**src/rtl/branch_pred_unit_pkg.sv**
```systemverilog
// Shared types and constants for the fetch-side branch predictor.
// Combinational definitions only; no timing or flow-control behaviour.
package branch_pred_unit_pkg;

  localparam int BP_XLEN        = 32;
  localparam int BP_BTB_ENTRIES = 64;
  localparam int BP_INDEX_BITS  = $clog2(BP_BTB_ENTRIES);
  localparam int BP_TAG_BITS    = BP_XLEN - BP_INDEX_BITS - 2;

  typedef enum logic {
    BP_INIT = 1'b0,
    BP_RUN  = 1'b1
  } bp_state_e;

  typedef struct packed {
    logic                   valid;
    logic [BP_TAG_BITS-1:0] tag;
    logic [BP_XLEN-1:0]     target;
    logic [1:0]             ctr;
    logic                   is_br;
  } btb_entry_t;

  localparam logic [1:0] CTR_SNT = 2'b00;
  localparam logic [1:0] CTR_WNT = 2'b01;
  localparam logic [1:0] CTR_WT  = 2'b10;
  localparam logic [1:0] CTR_ST  = 2'b11;

endpackage

```
**src/rtl/sat_ctr2.sv**
```systemverilog
// 2-bit saturating direction counter next-value function, shared with future BHTs.
// Purely combinational, zero latency, no flow control.
module sat_ctr2
  import branch_pred_unit_pkg::*;
(
  input  logic [1:0] ctr,
  input  logic       taken,
  output logic [1:0] ctr_next
);

  always_comb begin
    ctr_next = ctr;
    if (taken) begin
      if (ctr != CTR_ST) ctr_next = ctr + 2'd1;
    end else begin
      if (ctr != CTR_SNT) ctr_next = ctr - 2'd1;
    end
  end

endmodule

```
**src/rtl/branch_pred_unit.sv**
```systemverilog
// Direct-mapped BTB with 2-bit counters: same-cycle lookup, updates land on the next edge.
// No backpressure; updates arriving while not ready or alongside a flush are dropped.
module branch_pred_unit
  import branch_pred_unit_pkg::*;
#(
  parameter int XLEN        = BP_XLEN,
  parameter int BTB_ENTRIES = BP_BTB_ENTRIES
) (
  input  logic            clk,
  input  logic            reset,
  input  logic [XLEN-1:0] if_pc,
  output logic            pred_hit,
  output logic            pred_taken,
  output logic [XLEN-1:0] pred_target,
  input  logic            update_en,
  input  logic [XLEN-1:0] update_pc,
  input  logic            update_taken,
  input  logic [XLEN-1:0] update_target,
  input  logic            update_is_branch,
  input  logic            flush_all,
  output logic            ready
);

  localparam int INDEX_BITS = $clog2(BTB_ENTRIES);
  localparam int TAG_BITS   = XLEN - INDEX_BITS - 2;
  localparam logic [INDEX_BITS-1:0] LAST_IDX = INDEX_BITS'(BTB_ENTRIES - 1);

  bp_state_e             state_q, state_d;
  logic [INDEX_BITS-1:0] sweep_idx_q, sweep_idx_d;
  logic                  sweep_clr;

  // Entry storage; only valid_q is touched by the sweep, the rest stays SRAM-friendly.
  logic                valid_q  [BTB_ENTRIES];
  logic [TAG_BITS-1:0] tag_q    [BTB_ENTRIES];
  logic [XLEN-1:0]     target_q [BTB_ENTRIES];
  logic [1:0]          ctr_q    [BTB_ENTRIES];
  logic                is_br_q  [BTB_ENTRIES];

  always_ff @(posedge clk) begin
    if (!reset) begin
      state_q     <= BP_INIT;
      sweep_idx_q <= '0;
    end else begin
      state_q     <= state_d;
      sweep_idx_q <= sweep_idx_d;
    end
  end

  always_comb begin
    state_d     = state_q;
    sweep_idx_d = sweep_idx_q;
    case (state_q)
      BP_INIT: begin
        if (flush_all) begin
          sweep_idx_d = '0;
        end else if (sweep_idx_q == LAST_IDX) begin
          state_d     = BP_RUN;
          sweep_idx_d = '0;
        end else begin
          sweep_idx_d = sweep_idx_q + INDEX_BITS'(1);
        end
      end
      BP_RUN: begin
        if (flush_all) begin
          state_d     = BP_INIT;
          sweep_idx_d = '0;
        end
      end
      default: begin
        state_d     = BP_INIT;
        sweep_idx_d = '0;
      end
    endcase
  end

  always_comb begin
    ready     = (state_q == BP_RUN);
    sweep_clr = (state_q == BP_INIT);
  end

  logic [INDEX_BITS-1:0] lk_idx;
  logic [TAG_BITS-1:0]   lk_tag;
  logic [XLEN-1:0]       lk_seq_pc;

  assign lk_idx    = if_pc[INDEX_BITS+1:2];
  assign lk_tag    = if_pc[XLEN-1:INDEX_BITS+2];
  assign lk_seq_pc = if_pc + XLEN'(4);

  always_comb begin
    pred_hit    = ready && valid_q[lk_idx] && (tag_q[lk_idx] == lk_tag);
    pred_taken  = pred_hit && (!is_br_q[lk_idx] || ctr_q[lk_idx][1]);
    pred_target = pred_taken ? target_q[lk_idx] : lk_seq_pc;
  end

  logic [INDEX_BITS-1:0] up_idx;
  logic [TAG_BITS-1:0]   up_tag;
  logic                  up_fire;
  logic                  up_hit;
  logic                  up_alloc;
  logic                  up_we;
  logic [1:0]            ctr_trained;
  logic [1:0]            ctr_wr;
  logic                  up_pc_lsb_unused;

  assign up_idx           = update_pc[INDEX_BITS+1:2];
  assign up_tag           = update_pc[XLEN-1:INDEX_BITS+2];
  assign up_pc_lsb_unused = ^update_pc[1:0];

  sat_ctr2 u_sat_ctr2 (
    .ctr      (ctr_q[up_idx]),
    .taken    (update_taken),
    .ctr_next (ctr_trained)
  );

  // Not-taken misses leave the table alone so cold fall-through code cannot evict entries.
  always_comb begin
    up_fire  = update_en && ready && !flush_all;
    up_hit   = valid_q[up_idx] && (tag_q[up_idx] == up_tag);
    up_alloc = up_fire && !up_hit && update_taken;
    up_we    = up_fire && (up_hit || update_taken);
    if (up_alloc)             ctr_wr = CTR_WT;
    else if (update_is_branch) ctr_wr = ctr_trained;
    else                      ctr_wr = ctr_q[up_idx];
  end

  always_ff @(posedge clk) begin
    if (sweep_clr) begin
      valid_q[sweep_idx_q] <= 1'b0;
    end else if (up_we) begin
      valid_q[up_idx] <= 1'b1;
    end
  end

  always_ff @(posedge clk) begin
    if (up_we) begin
      ctr_q[up_idx]   <= ctr_wr;
      is_br_q[up_idx] <= update_is_branch;
      if (update_taken) target_q[up_idx] <= update_target;
      if (up_alloc)     tag_q[up_idx]    <= up_tag;
    end
  end

endmodule

```
**config.mk**
```make
export PLATFORM = sky130hd
export DESIGN_NAME = branch_pred_unit
export DESIGN_NICKNAME = d
export VERILOG_FILES = /design/src/rtl/branch_pred_unit_pkg.sv /design/src/rtl/sat_ctr2.sv /design/src/rtl/branch_pred_unit.sv
export SDC_FILE = /design/constraint.sdc
export NUM_CORES = 2
export LEC_CHECK = 0
export CORE_MARGIN = 3
export CORE_UTILIZATION = 55
export CTS_CLUSTER_DIAMETER = 40
export DETAILED_ROUTE_END_ITERATION = 8
export MAX_ROUTING_LAYER = met4
export PLACE_DENSITY_LB_ADDON = 0.3
export REMOVE_ABC_BUFFERS = 1
export SLEW_MARGIN = 10
export SYNTH_ARGS = -nofsm -noshare
export SYNTH_HDL_FRONTEND = slang
export SYNTH_HIERARCHICAL = 1
export SYNTH_SLANG_ARGS = --single-unit
```
**constraint.sdc**
```tcl
create_clock -name clk -period 6 [get_ports clk]
set_input_delay 0.6 -clock clk [delete_from_list [all_inputs] [get_ports clk]]
set_output_delay 0.6 -clock clk [all_outputs]
set_load 0.05 [all_outputs]
```
==> metrics <==
outcome complete, but fails checks; violations in the final reports setup timing; final worst path period share 106.0%; die boundary width 550.5 um; worst-case clock buffer depth 4; CP startpoint kind flip-flop; highest achievable clock rate 157.2 MHz; CTS H-tree lvls 5; maximum vdd drop 0.0003530 V; final hold violations 0; I/O pin total 137; GRT overflow 0; clock insertion delay at the later pin of the skew report 1.00 ns; hold path startpoint update_pc[23]; critical path capture point type output port; gate count of the mapped netlist 8087; total of warnings raised by yosys 6; minimum setup slack among reg-to-reg paths 1.18 ns; post-synthesis cell type count 87; FFs w/ async S/R, synth 0%; core box area 0.2946 mm^2; via count of the first global-routing pass 96700; hold path endpoint tag_q[48][15]; fillers 18690; flop and latch count out of synthesis 3847; average wire per cell in the routed design 42.99 um; transition time at the pin with the least slew margin 1.387 ns; setup repair after global routing missed its margin true; Area growth syn-to-layout 17.80%; total of max-cap violations 0; mean instance size in the synthesized netlist 20.16 um^2; detailed router's first-iteration violation count 18980; type of the worst min-delay path in2reg; largest fanout of any net on the critical path 8; number of antenna violations at the first check in global routing 39; Max Used Layer met4; global-route wire length before repair 781.2 mm; final number of max-transition violations 0; worst hold-check slack 0.1969 ns; post-DR vias/cell 7.448; vertical die dimension 550.5 um; fraction of final layout cells with drive strength greater than 1 34.37%; critical path arrival 5.76 ns; CTS clk-pin slew, worst paths 0.06 ns; weighted congestion reported at the end of routability-driven placement 1.005; final worst clock skew 0.06428 ns; Tot GR Track Use 38.67%; dpl ws -0.4845 ns; die area 0.3030 mm^2; fin crit period 6.360 ns; detailed-route wire length on metal 1 183.6 mm; proportion of synthesized chip area in sequential cells 70.81%; total standard cell area after synthesis 0.1630 mm^2; wirelength, routed 569.7 mm; clock tree root driver cell clkbuf_16; static leakage 61.68 nW; data required time at the worst endpoint 5.40 ns; clock tree sinks 3847; setup-violating endpoint count in the final report 32; router iterations before antenna repair 9; Post-synth EDFFs 3840; largest net degree at the start of global routing 129; worst relative slew slack 7.211%; setup slack of the critical path after layout -0.3602 ns; Final nets 8975; Crit Path Category reg2out; number of antenna-violating nets in the routed design 0; Initial Util 55.35%; power per unit of standard cell area 325.2 mW/mm^2; met3 routed wirelength 80.41 mm; residual DRC count 0; Hold Buf Count CTS 0; post-route cell area 0.1921 mm^2; Detailed Place HPWL 336.5 mm; CTS tree built; Placed Area 0.1754 mm^2; vias after detailed routing 98700; worst reg2reg endpoint tag_q[18][23]; worst hold path cell count 1; count of buffers from port buffering 134; Row Count 199; number of cells on the worst reg-to-reg path 13; Main synth FF type edfxtp_1; Num CTS Buffers 463; routed wl met2 260.4 mm; Critical R2R Launch tag_q[20][10]
routing by layer:
metal | vias to the layer above | global-route usage (%)
met5 | - | -
met4 | 0 | 25.99
met3 | 2166 | 11.78
met2 | 9413 | 55.96
met1 | 50810 | 47.20
li1 | 36310 | -
synthesized netlist by cell type, types with 37 or more instances:
master	n	share of area, %
nand2_1	192	0.44
inv_1	44	0.10
buf_2	209	0.64
mux2_2	126	0.87
o22ai_1	106	0.41
o21ai_0	84	0.26
xnor2_1	43	0.23
mux2i_1	441	2.7
a21oi_1	110	0.34
mux4_2	1219	17
a31oi_1	41	0.16
nor3_1	95	0.29
buf_1	67	0.15
a22oi_1	142	0.65
nor2_1	287	0.66
edfxtp_1	3840	71
clkbuf_1	248	0.57
a221oi_1	86	0.46
o32ai_1	37	0.20
nand3_1	70	0.21
buf_4	40	0.18
metrics by stage:
stage               setup TNS (ns)  utilization (%)  total power [mW]  cells
floorplan                 -6202.54                -             31.81   7505
global placement            -22.23            59.55             34.02  12310
detailed placement          -13.19            59.55             34.08  12310
CTS                         -7.597            65.11             62.38  13180
global route                -9.003            65.19             63.64  13240
finish                      -8.921            65.20             62.45  13250
sequential cells by signal, summed over array words and instances (netlist names):
| name | flops |
|---|---|
| ctr_q | 128 |
| is_br_q | 64 |
| ready | 1 |
| sweep_idx_q | 6 |
| tag_q | 1536 |
| target_q | 2048 |
| valid_q | 64 |
power breakdown:
part	internal (mW)	switching [mW]	total (mW)
sequential	29.6	0.00195	29.6
combinational	1.53	2.62	4.14
clock	16.9	11.8	28.7
area by class of cell:
| class | instances | area (um^2) | share of cell area, % |
|---|---|---|---|
| clock inverter | 344 | 3908 | 2.035 |
| clock buffer | 515 | 11870 | 6.179 |
| timing repair buffer | 901 | 9624 | 5.011 |
| tap | 3919 | 4903 | 2.553 |
| antenna | 67 | 167.7 | 0.08730 |
| inverter | 46 | 188.9 | 0.09837 |
| sequential | 3847 | 115500 | 60.11 |
| multi-input combinational | 3612 | 45950 | 23.92 |
worst max-delay path by stage:
stage	from	to	slack, ns	depth (start not counted)
after floorplan	update_pc[3]	ctr_q[0][1]	-4.01	10
after global placement	if_pc[2]	pred_target[7]	-0.74	18
after detailed placement	if_pc[2]	pred_target[3]	-0.48	20
after CTS	tag_q[20][5]	pred_target[14]	-0.28	17
after global routing	tag_q[22][8]	pred_target[25]	-0.36	18
final	tag_q[27][8]	pred_target[10]	-0.36	17
worst max-delay path, cell delays in order (launching register included):
cell and delay (ns):
edfxtp_1 0.41, mux4_2 0.49, mux4_2 0.57, o21ai_4 0.25, o21ai_2 0.08, or4_4 0.60
o2bb2a_4 0.23, a2111oi_4 0.17, buf_4 0.18, nand4_1 0.28, buf_4 0.27, nor3_4 0.14
buf_12 0.15, buf_16 0.16, buf_12 0.15, buf_12 0.14, mux2_4 0.32, buf_8 0.15
cells in the final DEF (no fill, tap or decap), types with 28 or more instances in the layout:
| cell | instances |
|---|---|
| edfxtp_1 | 3840 |
| o21ai_0 | 81 |
| a221o_1 | 36 |
| clkdlybuf4s50_1 | 32 |
| nand3_1 | 68 |
| clkbuf_16 | 468 |
| inv_6 | 55 |
| nand2b_1 | 28 |
| nor2_4 | 66 |
| a22oi_1 | 142 |
| clkinv_1 | 58 |
| inv_1 | 39 |
| a31oi_1 | 40 |
| a221oi_1 | 85 |
| diode_2 | 67 |
| xnor2_1 | 41 |
| nor3_2 | 62 |
| o221ai_1 | 31 |
| clkinv_2 | 63 |
| clkbuf_1 | 48 |
| nor2_1 | 218 |
| clkinv_4 | 40 |
| mux2i_1 | 441 |
| buf_2 | 60 |
| o22ai_1 | 104 |
| a22o_1 | 34 |
| nand2_1 | 192 |
| a211oi_1 | 36 |
| a21oi_1 | 108 |
| mux4_2 | 1219 |
| mux2_4 | 28 |
| buf_4 | 558 |
| clkinvlp_4 | 43 |
| bufinv_16 | 58 |
| o32ai_1 | 36 |
| buf_12 | 205 |
| mux2_2 | 104 |
kinds of logic (layout without fill, tap and decap cells):
logic type                 count (synthesis)  in the layout  synth area share [%]
adders and majority gates                  4              4               0.02916
AOI/OAI and AO/OA                        893            893                 4.044
and+or+nand+nor                          854            854                 2.506
muxes                                   1792           1792                 20.46
buffers and inverters                    628           1806                 1.781
xor gates and xnor gates                  69             69                0.3707
other                                      0             67                     0
DFF                                     3847           3847                 70.81
repair_timing:
action / in CTS / in global routing
buffers inserted: 12 / 6
pin swaps: 7 / 11
gates cloned: 2 / 1
gates resized for setup: 104 / 13
hold endpoints to repair: 0 / 0
endpoints found under the setup margin: 33 / 33
Power figures use the tool's default switching activity.
